**src/rtl/rom_bus_if_pkg.sv**
```systemverilog
// Shared types and helpers for the CPU-bus ROM slave and future RAM/IO slaves.
package rom_bus_pkg;

  localparam int unsigned CNT_WIDTH = 5;

  typedef enum logic [1:0] {IDLE, WAIT, ACK} state_t;

  // addr carries A[23:1]; compare the bits above the window against the base.
  function automatic logic window_hit(input logic [22:0] addr, input logic [23:0] base,
                                      input int unsigned aw);
    logic [23:0] byte_addr;
    byte_addr = {addr, 1'b0};
    return (byte_addr >> (aw + 1)) == (base >> (aw + 1));
  endfunction

endpackage

```
**src/rtl/rom_bus_if_dtack_timer.sv**
```systemverilog
// Loadable down-counter that flags zero; paces DTACK for bus slaves.
module dtack_timer
  import rom_bus_pkg::*;
(
  input  logic                 clk,
  input  logic                 reset,
  input  logic                 load,
  input  logic [CNT_WIDTH-1:0] value,
  output logic                 zero
);

  logic [CNT_WIDTH-1:0] cnt;

  always_ff @(posedge clk) begin
    if (reset) begin
      cnt <= '0;
    end else if (load) begin
      cnt <= value;
    end else if (cnt != '0) begin
      cnt <= cnt - 1'b1;
    end
  end

  assign zero = (cnt == '0);

endmodule

```
**src/rtl/rom_bus_if.sv**
```systemverilog
// 68000 bus slave for the synchronous program ROM.
// Build option ROM_WRITE_BERR_EN: writes into the window answer with BERR instead of DTACK.
module rom_bus_if
  import rom_bus_pkg::*;
#(
  parameter int unsigned ADDRESS_WIDTH = 14,
  parameter int unsigned DATA_WIDTH    = 16,
  parameter logic [23:0] BASE_ADDR     = 24'h0,
  parameter int unsigned READ_LATENCY  = 1,
  parameter int unsigned WAIT_STATES   = 0
) (
  input  logic                     clk,
  input  logic                     reset,
  input  logic [22:0]              cpu_addr,
  input  logic                     cpu_as_n,
  input  logic                     cpu_uds_n,
  input  logic                     cpu_lds_n,
  input  logic                     cpu_rw,
  output logic [DATA_WIDTH-1:0]    cpu_din,
  output logic                     cpu_oe,
  output logic                     cpu_dtack_n,
  output logic                     cpu_berr_n,
  output logic [ADDRESS_WIDTH-1:0] rom_addr,
  input  logic [DATA_WIDTH-1:0]    rom_dout
);

  localparam logic [CNT_WIDTH-1:0] LOAD_VALUE = CNT_WIDTH'(READ_LATENCY + WAIT_STATES);

  state_t                   state, state_next;
  logic                     rw_q, rw_next;
  logic                     armed, armed_next;
  logic                     hit, start, load, cnt_zero;
  logic                     dtack_n_next, berr_n_next, oe_next;
  logic [DATA_WIDTH-1:0]    din_next;
  logic [ADDRESS_WIDTH-1:0] rom_addr_next;

  assign hit = window_hit(cpu_addr, BASE_ADDR, ADDRESS_WIDTH);

  // armed: AS has been seen high since the last start or reset, so a strobe
  // still held low across a reset cannot launch a new cycle.
  assign start = armed & !cpu_as_n & hit & (!cpu_uds_n | !cpu_lds_n);

  dtack_timer u_timer (
    .clk   (clk),
    .reset (reset),
    .load  (load),
    .value (LOAD_VALUE),
    .zero  (cnt_zero)
  );

  always_comb begin
    state_next    = state;
    rw_next       = rw_q;
    armed_next    = armed | cpu_as_n;
    load          = 1'b0;
    dtack_n_next  = cpu_dtack_n;
    berr_n_next   = cpu_berr_n;
    oe_next       = cpu_oe;
    din_next      = cpu_din;
    rom_addr_next = rom_addr;
    case (state)
      IDLE: begin
        if (start) begin
          state_next    = WAIT;
          rom_addr_next = cpu_addr[ADDRESS_WIDTH-1:0];
          rw_next       = cpu_rw;
          load          = 1'b1;
          armed_next    = 1'b0;
        end
      end
      WAIT: begin
        if (cpu_as_n) begin
          state_next = IDLE;
        end else if (cnt_zero) begin
          state_next = ACK;
          if (rw_q) begin
            din_next     = rom_dout;
            oe_next      = 1'b1;
            dtack_n_next = 1'b0;
          end else begin
`ifdef ROM_WRITE_BERR_EN
            berr_n_next  = 1'b0;
`else
            dtack_n_next = 1'b0;
`endif
          end
        end
      end
      ACK: begin
        if (cpu_as_n) begin
          state_next   = IDLE;
          dtack_n_next = 1'b1;
          berr_n_next  = 1'b1;
          oe_next      = 1'b0;
        end
      end
      default: state_next = IDLE;
    endcase
  end

  always_ff @(posedge clk) begin
    if (reset) begin
      state       <= IDLE;
      rw_q        <= 1'b1;
      armed       <= 1'b0;
      cpu_dtack_n <= 1'b1;
      cpu_berr_n  <= 1'b1;
      cpu_oe      <= 1'b0;
      cpu_din     <= '0;
      rom_addr    <= '0;
    end else begin
      state       <= state_next;
      rw_q        <= rw_next;
      armed       <= armed_next;
      cpu_dtack_n <= dtack_n_next;
      cpu_berr_n  <= berr_n_next;
      cpu_oe      <= oe_next;
      cpu_din     <= din_next;
      rom_addr    <= rom_addr_next;
    end
  end

endmodule
```
**config.mk**
```make
export PLATFORM = sky130hd
export DESIGN_NAME = rom_bus_if
export DESIGN_NICKNAME = d
export VERILOG_FILES = /design/src/rtl/rom_bus_if_pkg.sv /design/src/rtl/rom_bus_if_dtack_timer.sv /design/src/rtl/rom_bus_if.sv
export SDC_FILE = /design/constraint.sdc
export NUM_CORES = 1
export LEC_CHECK = 0
export CELL_PAD_IN_SITES_DETAIL_PLACEMENT = 1
export CELL_PAD_IN_SITES_GLOBAL_PLACEMENT = 2
export CORE_MARGIN = 2
export CORE_UTILIZATION = 25
export DETAILED_ROUTE_END_ITERATION = 8
export PLACE_DENSITY = 0.82
export SETUP_SLACK_MARGIN = 0.4
export SYNTH_ARGS = -nofsm -noshare
export SYNTH_HDL_FRONTEND = slang
export SYNTH_SLANG_ARGS = --single-unit
```
**constraint.sdc**
```tcl
create_clock -name clk -period 2.35 [get_ports clk]
set_input_delay 0.47 -clock clk [delete_from_list [all_inputs] [get_ports clk]]
set_output_delay 0.47 -clock clk [all_outputs]
set_load 0.1 [all_outputs]
```
==> results.toml <==
[status]
outcome = "finished, final reports clean"

[logic_synthesis]
synthTopCellsByArea = "dfxtp_1 43%, nand2b_1 21%, mux2i_1 17%, clkbuf_1 1.8%, a211oi_1 1.6%"
synth_top_area_frac = 0.4274
mappedNetlistArea_um2 = 1921
syn_inst = 193
synthArstFlopShare = 0
synth.area.mux_share = 0.1668
synth_area_per_cell_um2 = 9.951
yosys.area_share.adder = 0.01303
synth_top_family_by_area = "simple AND/OR/NAND/NOR gates"
synth_fp_nets = 240
synth_cell_types = 32
ys.flop_type = "dfxtp_1"
synth_simple_gate_area_frac = 0.2919
ys_ff_latch = 41
yosysSeqAreaShare = 0.4274
synth_compound_area_frac = 0.04235
synth_xor_area_frac = 0.004560
yosysWarnings = 0
synth_enable_flop_cells = 0
yosys.area.top_type = "dfxtp_1"

[cells_and_area]
fin_util = 0.3941
final_cell_mix = "66 x nand2b_1, 43 x clkdlybuf4s50_1, 41 x buf_4"
drive_above_1_share = 0.2153
n_antenna_cell = 0
area_growth_pct = 50.42
fin_nets = 320
final_area_um2 = 2889
fin_cells = 373
layout_commonest_cell = "nand2b_1"
fillers = 840

[detailed_routing]
drt_iter0_markers = 21
drt.antenna.violating_nets = 0
routedWlPerCell_um = 13.05
wl_um = 4869
route.detailed.drc = 0
first_pass_iters = 4
dr_total_vias = 1599
viasPerCell = 4.287

[timing]
fin_crit_sh = 0.7929
tightest_slew_ps = 629.3
drv_slew = 0
fin_skew_ps = 9.070
finalSetupViolations = 0
slew_headroom = 0.5804
hold_viol = 0
fin_hold_ws_ps = 469.6
rsz0062_at_grt = "no"
setup_tns_ps = 0
fin_crit_ps = 1863
worst_slack_ps = 486.7
fmax_ghz = 0.5367

[clock_network]
cts-root-buf = "clkbuf_8"
clkTransAtPathRegs_ps = 80
htree_levels = 2
clockBufferDepth = 2
cts_sinks = 41
cts-buffers-inserted = 5
tritoncts = "built"
ctsHoldBuffers = 0
clock_latency_ps = 290

[global_route]
grtUsageMet1 = 0.1386
top_usage_layer = "met2"
gr-usage-all-layers = 0.1202
grt_max_degree = 43
grt_antenna_before_repair = 0
use_met3 = 0.04108
grt_pass1_wl_um = 8107
grt.overflow.total = 0
grt_pass1_vias = 1670
use_met2 = 0.2053

[critical_path]
crit_type = "flip-flop to flip-flop"
end_kind = "flip-flop"
worstSetupStartpointType = "flip-flop"
arrival_ps = 2080
slowest_stage = "or4b_4"
crit_fanout = 8
path_cells = "inv_2 > ha_4 > or4b_4 > nor4b_4 > buf_4 > buf_12 > mux2i_1"
required_ps = 2560
cpPeakStageDelay_ps = 490

[floorplan]
core_um2 = 7331
dieArea_um2 = 8400
start_util = 0.2620
die_w_um = 91.65
ios = 78
row_count = 31
die-height_um = 91.65

[pwr]
switching_share = 0.2608
cell_internal_pwr_mw = 1.358
pwr-share-seq = 0.424
power_density_nw_per_um2 = 635.7
combPwrFrac = 0.256
clkPwrFrac = 0.320
finalPower_mw = 1.837
p_sw_uw = 479.0
ir_drop_mv = 0.2542
leakagePower_nw = 1.198

[placement]
io_buffers = 76
placed_area_um2 = 2674
gp_congestion = 0.6785
place_hpwl_um = 3342
dp_slack_ps = 246.9
dp.cells = 358

[run]
cap_violations = 0

[hold_path]
hold_class = "flip-flop to flip-flop"
==> kinds of logic (layout without fill, tap and decap cells) <==
kind of cell,Yosys count,in the layout
compound gates,12,12
buf+inv,17,98
xor+xnor,1,1
mux,32,32
fa+ha+maj,2,2
simple gates,87,87
flops,41,41
other cells,1,1
==> registers in the layout, indices dropped and copies added (netlist names) <==
name and flops:
armed 1, state 2, u_timer.cnt 5, rw_q 1
rom_addr 14, cpu_oe 1, cpu_dtack_n 1, cpu_din 16
==> repair_timing <==
item                                    4_1_cts  5_1_grt
setup buffers                                 5        1
gates cloned                                  1        0
endpoints found under the setup margin       16        8
pin swaps                                     1        1
hold endpoints to repair                      0        0
resized for setup                             6        1
==> synth_stat cells, types with 2 or more instances <==
library cell  number
nor3_1             5
dfxtp_1           41
nor2_1             5
a31oi_1            2
ha_1               2
nor3b_1            2
inv_1              3
clkbuf_1           9
buf_6              2
mux2i_1           32
nand2b_1          66
a211oi_1           4
==> cell type report <==
cell class | count | area, um^2 | share of cell area
clock buffer | 7 | 86.33 | 0.02988
multi-input combinational | 135 | 1018 | 0.3525
timing repair buffer | 87 | 795.8 | 0.2754
sequential | 41 | 823.3 | 0.2850
tap | 99 | 123.9 | 0.04288
clock inverter | 1 | 30.03 | 0.01039
inverter | 3 | 11.26 | 0.003898
==> path summary, 6_finish.rpt <==
path                   from          to  slack, ps  depth (start not counted)
min reg2reg          cpu_oe      cpu_oe        470                          1
min                  cpu_oe      cpu_oe        470                          1
max reg2reg  u_timer.cnt[0]  cpu_din[7]        490                          7
max          u_timer.cnt[0]  cpu_din[7]        490                          7
==> power groups by stage <==
stage          sequential [mW]  clock (mW)  combinational, mW
2_1_floorplan            0.780           0              0.296
3_3_place_gp             0.789           0              0.376
3_5_place_dp             0.791           0              0.384
4_1_cts                  0.776       0.617              0.465
5_1_grt                  0.786       0.641              0.513
6_report                 0.778       0.588              0.471
==> critical path: cells and delay by family (launching register included) <==
family                   cells  cell delay, ps
buffers and inverters        3             370
flip-flops                   1             330
AND/OR/NAND/NOR              2             770
multiplexers                 1             190
adder cells (fa/ha/maj)      1             130
==> routing by layer <==
layer | part of all wire | vias up
li1 | - | 797
met1 | 0.42 | 749
met2 | 0.50 | 51
met3 | 0.071 | 2
met4 | 0.0082 | 0
met5 | 0 | -
No activity file was read; power rests on OpenSTA's default activity.
